### config.mk
export PLATFORM = sky130hd
export DESIGN_NAME = edge_event_capture
export DESIGN_NICKNAME = d
export VERILOG_FILES = /design/src/rtl/edge_event_capture.sv
export SDC_FILE = /design/constraint.sdc
export NUM_CORES = 1
export LEC_CHECK = 0
export ABC_AREA = 1
export CAP_MARGIN = 40
export CORE_AREA = 2 2 75 77
export CTS_BUF_LIST = sky130_fd_sc_hd__clkbuf_8
export DETAILED_ROUTE_END_ITERATION = 8
export DIE_AREA = 0 0 77 79
export GPL_TIMING_DRIVEN = 0
export PLACE_DENSITY = 0.76
export SYNTH_ARGS = -nofsm -noshare
export SYNTH_HDL_FRONTEND = slang
export SYNTH_SLANG_ARGS = --single-unit
### constraint.sdc
create_clock -name clk_i -period 0.9 [get_ports clk_i]
set_input_delay 0.135 -clock clk_i [delete_from_list [all_inputs] [get_ports clk_i]]
set_output_delay 0.135 -clock clk_i [all_outputs]
set_load 0.05 [all_outputs]
### src/rtl/edge_event_capture.sv
// Multi-channel edge event capture: per-channel synchroniser, glitch filter,
// registered edge strobes and sticky pending/overflow flags (write-1-to-clear)
// aggregated into a single interrupt request.
module edge_event_capture #(
  parameter int unsigned NUM_CH        = 8,
  parameter int unsigned SYNC_STAGES   = 2,
  parameter int unsigned FILTER_CYCLES = 1,
  parameter logic        RESET_LEVEL   = 1'b0
) (
  input  logic                  arst_ni,
  input  logic                  clk_i,
  input  logic [NUM_CH-1:0]     d_i,
  input  logic [2*NUM_CH-1:0]   mode_i,
  input  logic [NUM_CH-1:0]     clear_i,
  output logic [NUM_CH-1:0]     level_o,
  output logic [NUM_CH-1:0]     posedge_o,
  output logic [NUM_CH-1:0]     negedge_o,
  output logic [NUM_CH-1:0]     pending_o,
  output logic [NUM_CH-1:0]     overflow_o,
  output logic                  irq_o
);

  localparam int unsigned     CNT_W    = $clog2(FILTER_CYCLES + 1);
  localparam logic [CNT_W-1:0] CNT_LAST = CNT_W'(FILTER_CYCLES - 1);

  logic [NUM_CH-1:0] sync_q [SYNC_STAGES];
  logic [NUM_CH-1:0] synced;
  logic [CNT_W-1:0]  cnt_q  [NUM_CH];
  logic [NUM_CH-1:0] ev;

  // Synchroniser shift chain; the last stage feeds the filter.
  always_ff @(posedge clk_i or negedge arst_ni) begin
    if (!arst_ni) begin
      for (int unsigned s = 0; s < SYNC_STAGES; s++) begin
        sync_q[s] <= {NUM_CH{RESET_LEVEL}};
      end
    end else begin
      sync_q[0] <= d_i;
      for (int unsigned s = 1; s < SYNC_STAGES; s++) begin
        sync_q[s] <= sync_q[s-1];
      end
    end
  end

  assign synced = sync_q[SYNC_STAGES-1];

  // Glitch filter: accept a new level only after it persists FILTER_CYCLES
  // cycles; strobes are registered alongside the level update.
  always_ff @(posedge clk_i or negedge arst_ni) begin
    if (!arst_ni) begin
      level_o   <= {NUM_CH{RESET_LEVEL}};
      posedge_o <= '0;
      negedge_o <= '0;
      for (int unsigned ch = 0; ch < NUM_CH; ch++) begin
        cnt_q[ch] <= '0;
      end
    end else begin
      for (int unsigned ch = 0; ch < NUM_CH; ch++) begin
        posedge_o[ch] <= 1'b0;
        negedge_o[ch] <= 1'b0;
        if (synced[ch] == level_o[ch]) begin
          cnt_q[ch] <= '0;
        end else if (cnt_q[ch] == CNT_LAST) begin
          level_o[ch]   <= synced[ch];
          cnt_q[ch]     <= '0;
          posedge_o[ch] <= synced[ch];
          negedge_o[ch] <= ~synced[ch];
        end else begin
          cnt_q[ch] <= cnt_q[ch] + CNT_W'(1);
        end
      end
    end
  end

  // Enabled event per channel, qualified by the current mode select.
  always_comb begin
    ev = '0;
    for (int unsigned ch = 0; ch < NUM_CH; ch++) begin
      ev[ch] = (posedge_o[ch] & mode_i[2*ch]) | (negedge_o[ch] & mode_i[2*ch+1]);
    end
  end

  // Sticky capture; a new event wins over a coincident clear so none is lost.
  always_ff @(posedge clk_i or negedge arst_ni) begin
    if (!arst_ni) begin
      pending_o  <= '0;
      overflow_o <= '0;
    end else begin
      for (int unsigned ch = 0; ch < NUM_CH; ch++) begin
        if (ev[ch]) begin
          pending_o[ch] <= 1'b1;
          if (clear_i[ch]) begin
            overflow_o[ch] <= 1'b0;
          end else if (pending_o[ch]) begin
            overflow_o[ch] <= 1'b1;
          end
        end else if (clear_i[ch]) begin
          pending_o[ch]  <= 1'b0;
          overflow_o[ch] <= 1'b0;
        end
      end
    end
  end

  assign irq_o = |pending_o;

endmodule

=== Word level (Yosys, flattened, before mapping) ===
Index checks and enable logic that the tools add are counted.

* Register bits: 64
* Latch bits: 0
* Input port bits: 34
* Memories: 0
* Memory bits (writable): 0
* Output and inout bits: 41
* Logic and storage cells: 221
* ROM bits: 0

* Divide/modulo/power cells: 0
* $add $sub $neg: 8
* Equal/unequal tests: 8
* Mux-type cells: 88
* Shifts and indexed selects: 0
* $lt $le $gt $ge: 0
* Reduce and logical (&&, ||, !) cells: 33
* Bitwise gates (word level): 48
* Multiply operators: 0

{| class="wikitable"
|+ Operators by type and width
! cell !! count
|-
| $mux 1 || 88
|-
| $reduce_and 2->1 || 16
|-
| $reduce_bool 2->1 || 16
|-
| $not 1->1 || 24
|-
| $and 1x1->1 || 16
|-
| $add 1x1->1 const B || 8
|-
| $eq 1x1->1 || 8
|-
| $or 1x1->1 || 8
|-
| $reduce_or 8->1 || 1
|}

=== Logic depth before layout (Yosys ltp) ===
* Depth in word-level cells: 4
* Gate-level depth with buffers: 4
* Depth with buffers taken out: 4

=== Worst setup path before layout ===
OpenSTA, ideal clock, no wires.

* Path kind: register to output
* From: reg pending_o[3]
* To: out irq_o
* Required time: 0.765 ns
* Buffers on the path: 0
* Stages on the path, launching flop included: 5
* Slack: -0.415 ns
* Arrival time: 1.180 ns
* Path through: dfrtp_1 -> inv_1 -> nand2_1 -> nor2_1 -> nand2_1

* Cells in the longest elaborated chain, start to end: 1

{| class="wikitable"
|+ Ends and longest elaborated chain
! what !! RTL line !! text
|-
| start: declaration || 18 || <nowiki>output logic [NUM_CH-1:0] pending_o,</nowiki>
|-
| start signal: assignment || 86 || <nowiki>pending_o <= '0;</nowiki>
|-
| start signal: indexed assignment || 91 || <nowiki>pending_o[ch] <= 1'b1;</nowiki>
|-
| start signal: indexed assignment || 98 || <nowiki>pending_o[ch] <= 1'b0;</nowiki>
|-
| $reduce_or 8->1 || 105 || <nowiki>assign irq_o = |pending_o;</nowiki>
|-
| end: declaration || 20 || <nowiki>output logic irq_o</nowiki>
|}

No other way between the ends.

=== Worst setup path after layout ===
* From: reg pending_o[7]
* To: out irq_o

Same word-level chain as after synthesis.

==> results_dict.tcl <==
set metrics [dict create \
    r2r_setup_slack_ns -0.11 \
    setup_viol_count_final 56 \
    cts_tree "done" \
    timing.final.crit_share_pct 145 \
    hold_ws_ns -0.210 \
    critPathArrivalTime_ns 1.17 \
    rsz0062_at_grt "yes" \
    htree_levels 2 \
    hold_violations 20 \
    max_freq_mhz 767 \
    netlist.area_leader.share_pct 66.2 \
    crit_type "reg2out" \
    syn-instance-count 199 \
    drt_iter0_markers 76 \
    ff2ff_path_depth 5 \
    die_y_um 79 \
    syn_to_final_growth_pct 75.1 \
    synthFlopType "dfrtp_1" \
    std_cell_rows 27 \
    core_area_um2 5340 \
    yosysMostFrequentCell "nand2_1" \
    critical_path_required_ns 0.76 \
    routed_via_density 4.17 \
    dr.pass1.iters 4 \
    worstMarginPinSlew_ns 0.515 \
    gp_congestion 0.772 \
    cts_root_buf "clkbuf_8" \
    fin_nets 360 \
    synth_commonest_cells "nand2_1, dfrtp_1, inv_1, ha_1" \
    start_util_pct 39.7 \
    ys_async_sr_fraction_pct 100 \
    r2r_end "level_o[0]" \
    status "complete, but fails checks" \
    powerDensity_nw_per_um2 3140 \
    cts.path.max_buffers 2 \
    crit_path_start_kind "flop" \
    ys_ff_latch 56 \
    routed_wl_um 4610 \
    slew-limit-headroom_pct 65.7 \
    p_total_mw 11.6 \
    place_hpwl_um 3100 \
    grt_usage_pct 16.0 \
    violations "negative hold slack, negative setup slack" \
    cts_sinks 56 \
    layout-drive-gt1-share_pct 55.3 \
    drv_slew 0 \
    avgSynthCellArea_um2 10.6 \
    p_leak_nw 1.79 \
    drcViolationCount 0 \
    die_width_um 77 \
    slowest_delay_ns 0.42 \
    yosysSeqAreaShare_pct 66.2 \
    num_vias 1596 \
    io_buffers 74 \
    synth-edff-count 0 \
    grt_overflow_total 0 \
    endpoint_kind "output pin" \
    critPathSlowestCell "dfrtp_2" \
    die_area_um2 6080 \
    path_cells "inv_2 -> nand2_2 -> nor2_4 -> nand2_2 -> buf_8" \
    numCtsBuffers 5 \
    synth_area_leaders "dfrtp_1, nand2_1, ha_1" \
    ioPinCount 75 \
    diodes 0 \
    antenna_found_initial 0 \
    cts.clk_slew.worst_paths_ns 0.10 \
    setup_ws_ns -0.403 \
    design_area_um2 3710 \
    yosysUniqueCellTypes 9 \
    clk_latency_ns 0.30 \
    ant_nets 0 \
    placed_cell_area_um2 3110 \
    finalClockSkew_ns 0.00839 \
    syn_nets 249 \
    synth_top_area_cell "dfrtp_1" \
    grt_first_pass_wirelength_um 7710 \
    grt_pass1_vias 1622 \
    cap_violations 0 \
    wl_per_cell_um 12.0 \
    dpl_worst_slack_ns -0.699 \
    ys_warn_count 0 \
    min_path_type "in2async" \
    cp_common_cell "nand2_2" \
    peakVddDrop_uv 1600 \
    crit-reg2reg-launch "level_o[0]" \
    grt_max_degree 37 \
    syn_area_um2 2120 \
    fin_crit_ns 1.30 \
    crit_path_max_fanout 2 \
]
## cells by family after synthesis
kind of cell | Yosys count | share of synthesized area [%]
buf+inv | 40 | 7.09
flops | 56 | 66.2
compound gates | 8 | 1.89
simple gates | 79 | 15.4
fa+ha+maj | 16 | 9.45
## area by class of cell
type	count	area, µm²
repair buffers	104	1090
inverters	40	168
well taps	72	90.1
fillers	418	1630
clock buffers	5	68.8
clock inverters	3	23.8
multi-input cells	103	830
flip-flops and latches	56	1440
## through the flow
stage,util [%],cells,TNS (ns)
final,69.5,383,-6.45
after global routing,69.5,383,-8.36
after CTS,66.0,372,-6.32
after detailed placement,58.2,346,-16.37
after global placement,57.9,345,-132.98
after floorplan,-,199,-1.37
## state kept, by name, indices dropped and copies added (netlist names)
name and cells:
level_o 8, negedge_o 8, overflow_o 8, pending_o 8, posedge_o 8, sync_q 8
synced 8
## what timing repair did
item                                    in CTS  in global routing
pin swaps                                   18                  5
endpoints found under the hold margin       20                 20
buffers inserted                            18                 11
endpoints found under the setup margin      49                 58
resized for setup                          318                 32
## routing by layer
layer	GRT usage, %	vias up	wire [µm]
li1	-	810	-
met1	18.9	743	1810
met2	28.9	37	2540
met3	4.09	6	213
met4	4.82	0	55
met5	0	-	0
## cells in the final DEF (no fill, tap or decap), drive strengths merged
cell type | netlist | layout
buf | 0 | 72
nand3 | 8 | 8
inv | 40 | 40
nand2 | 61 | 61
clkdlybuf4s50 | 0 | 32
nor2 | 10 | 10
ha | 16 | 16
clkinv | 0 | 1
clkbuf | 0 | 5
o21ai | 8 | 8
dfrtp | 56 | 56
clkinvlp | 0 | 2
## worst max-delay path by stage
| stage | from | end | slack (ns) | cells past startpoint |
|---|---|---|---|---|
| 2_1_floorplan | pending_o[5] | irq_o | -0.18 | 4 |
| 3_3_place_gp | arst_ni | negedge_o[7] | -2.18 | 1 |
| 3_5_place_dp | pending_o[5] | irq_o | -0.70 | 5 |
| 4_1_cts | pending_o[0] | irq_o | -0.43 | 5 |
| 5_1_grt | pending_o[7] | irq_o | -0.45 | 5 |
| 6_report | pending_o[7] | irq_o | -0.40 | 5 |
## worst max-delay path, delay by kind of cell (launching register included)
family        cells  cell delay [ns]
buf+inv           2             0.21
flops             1             0.42
simple gates      3             0.23
## power by group
part / internal, mW / switching [mW] / total (mW)
Sequential: 3.22 / 0.500 / 3.72
Clock: 0.553 / 0.818 / 1.37
Combinational: 2.83 / 3.73 / 6.56
No activity file was read; power rests on OpenSTA's default activity.
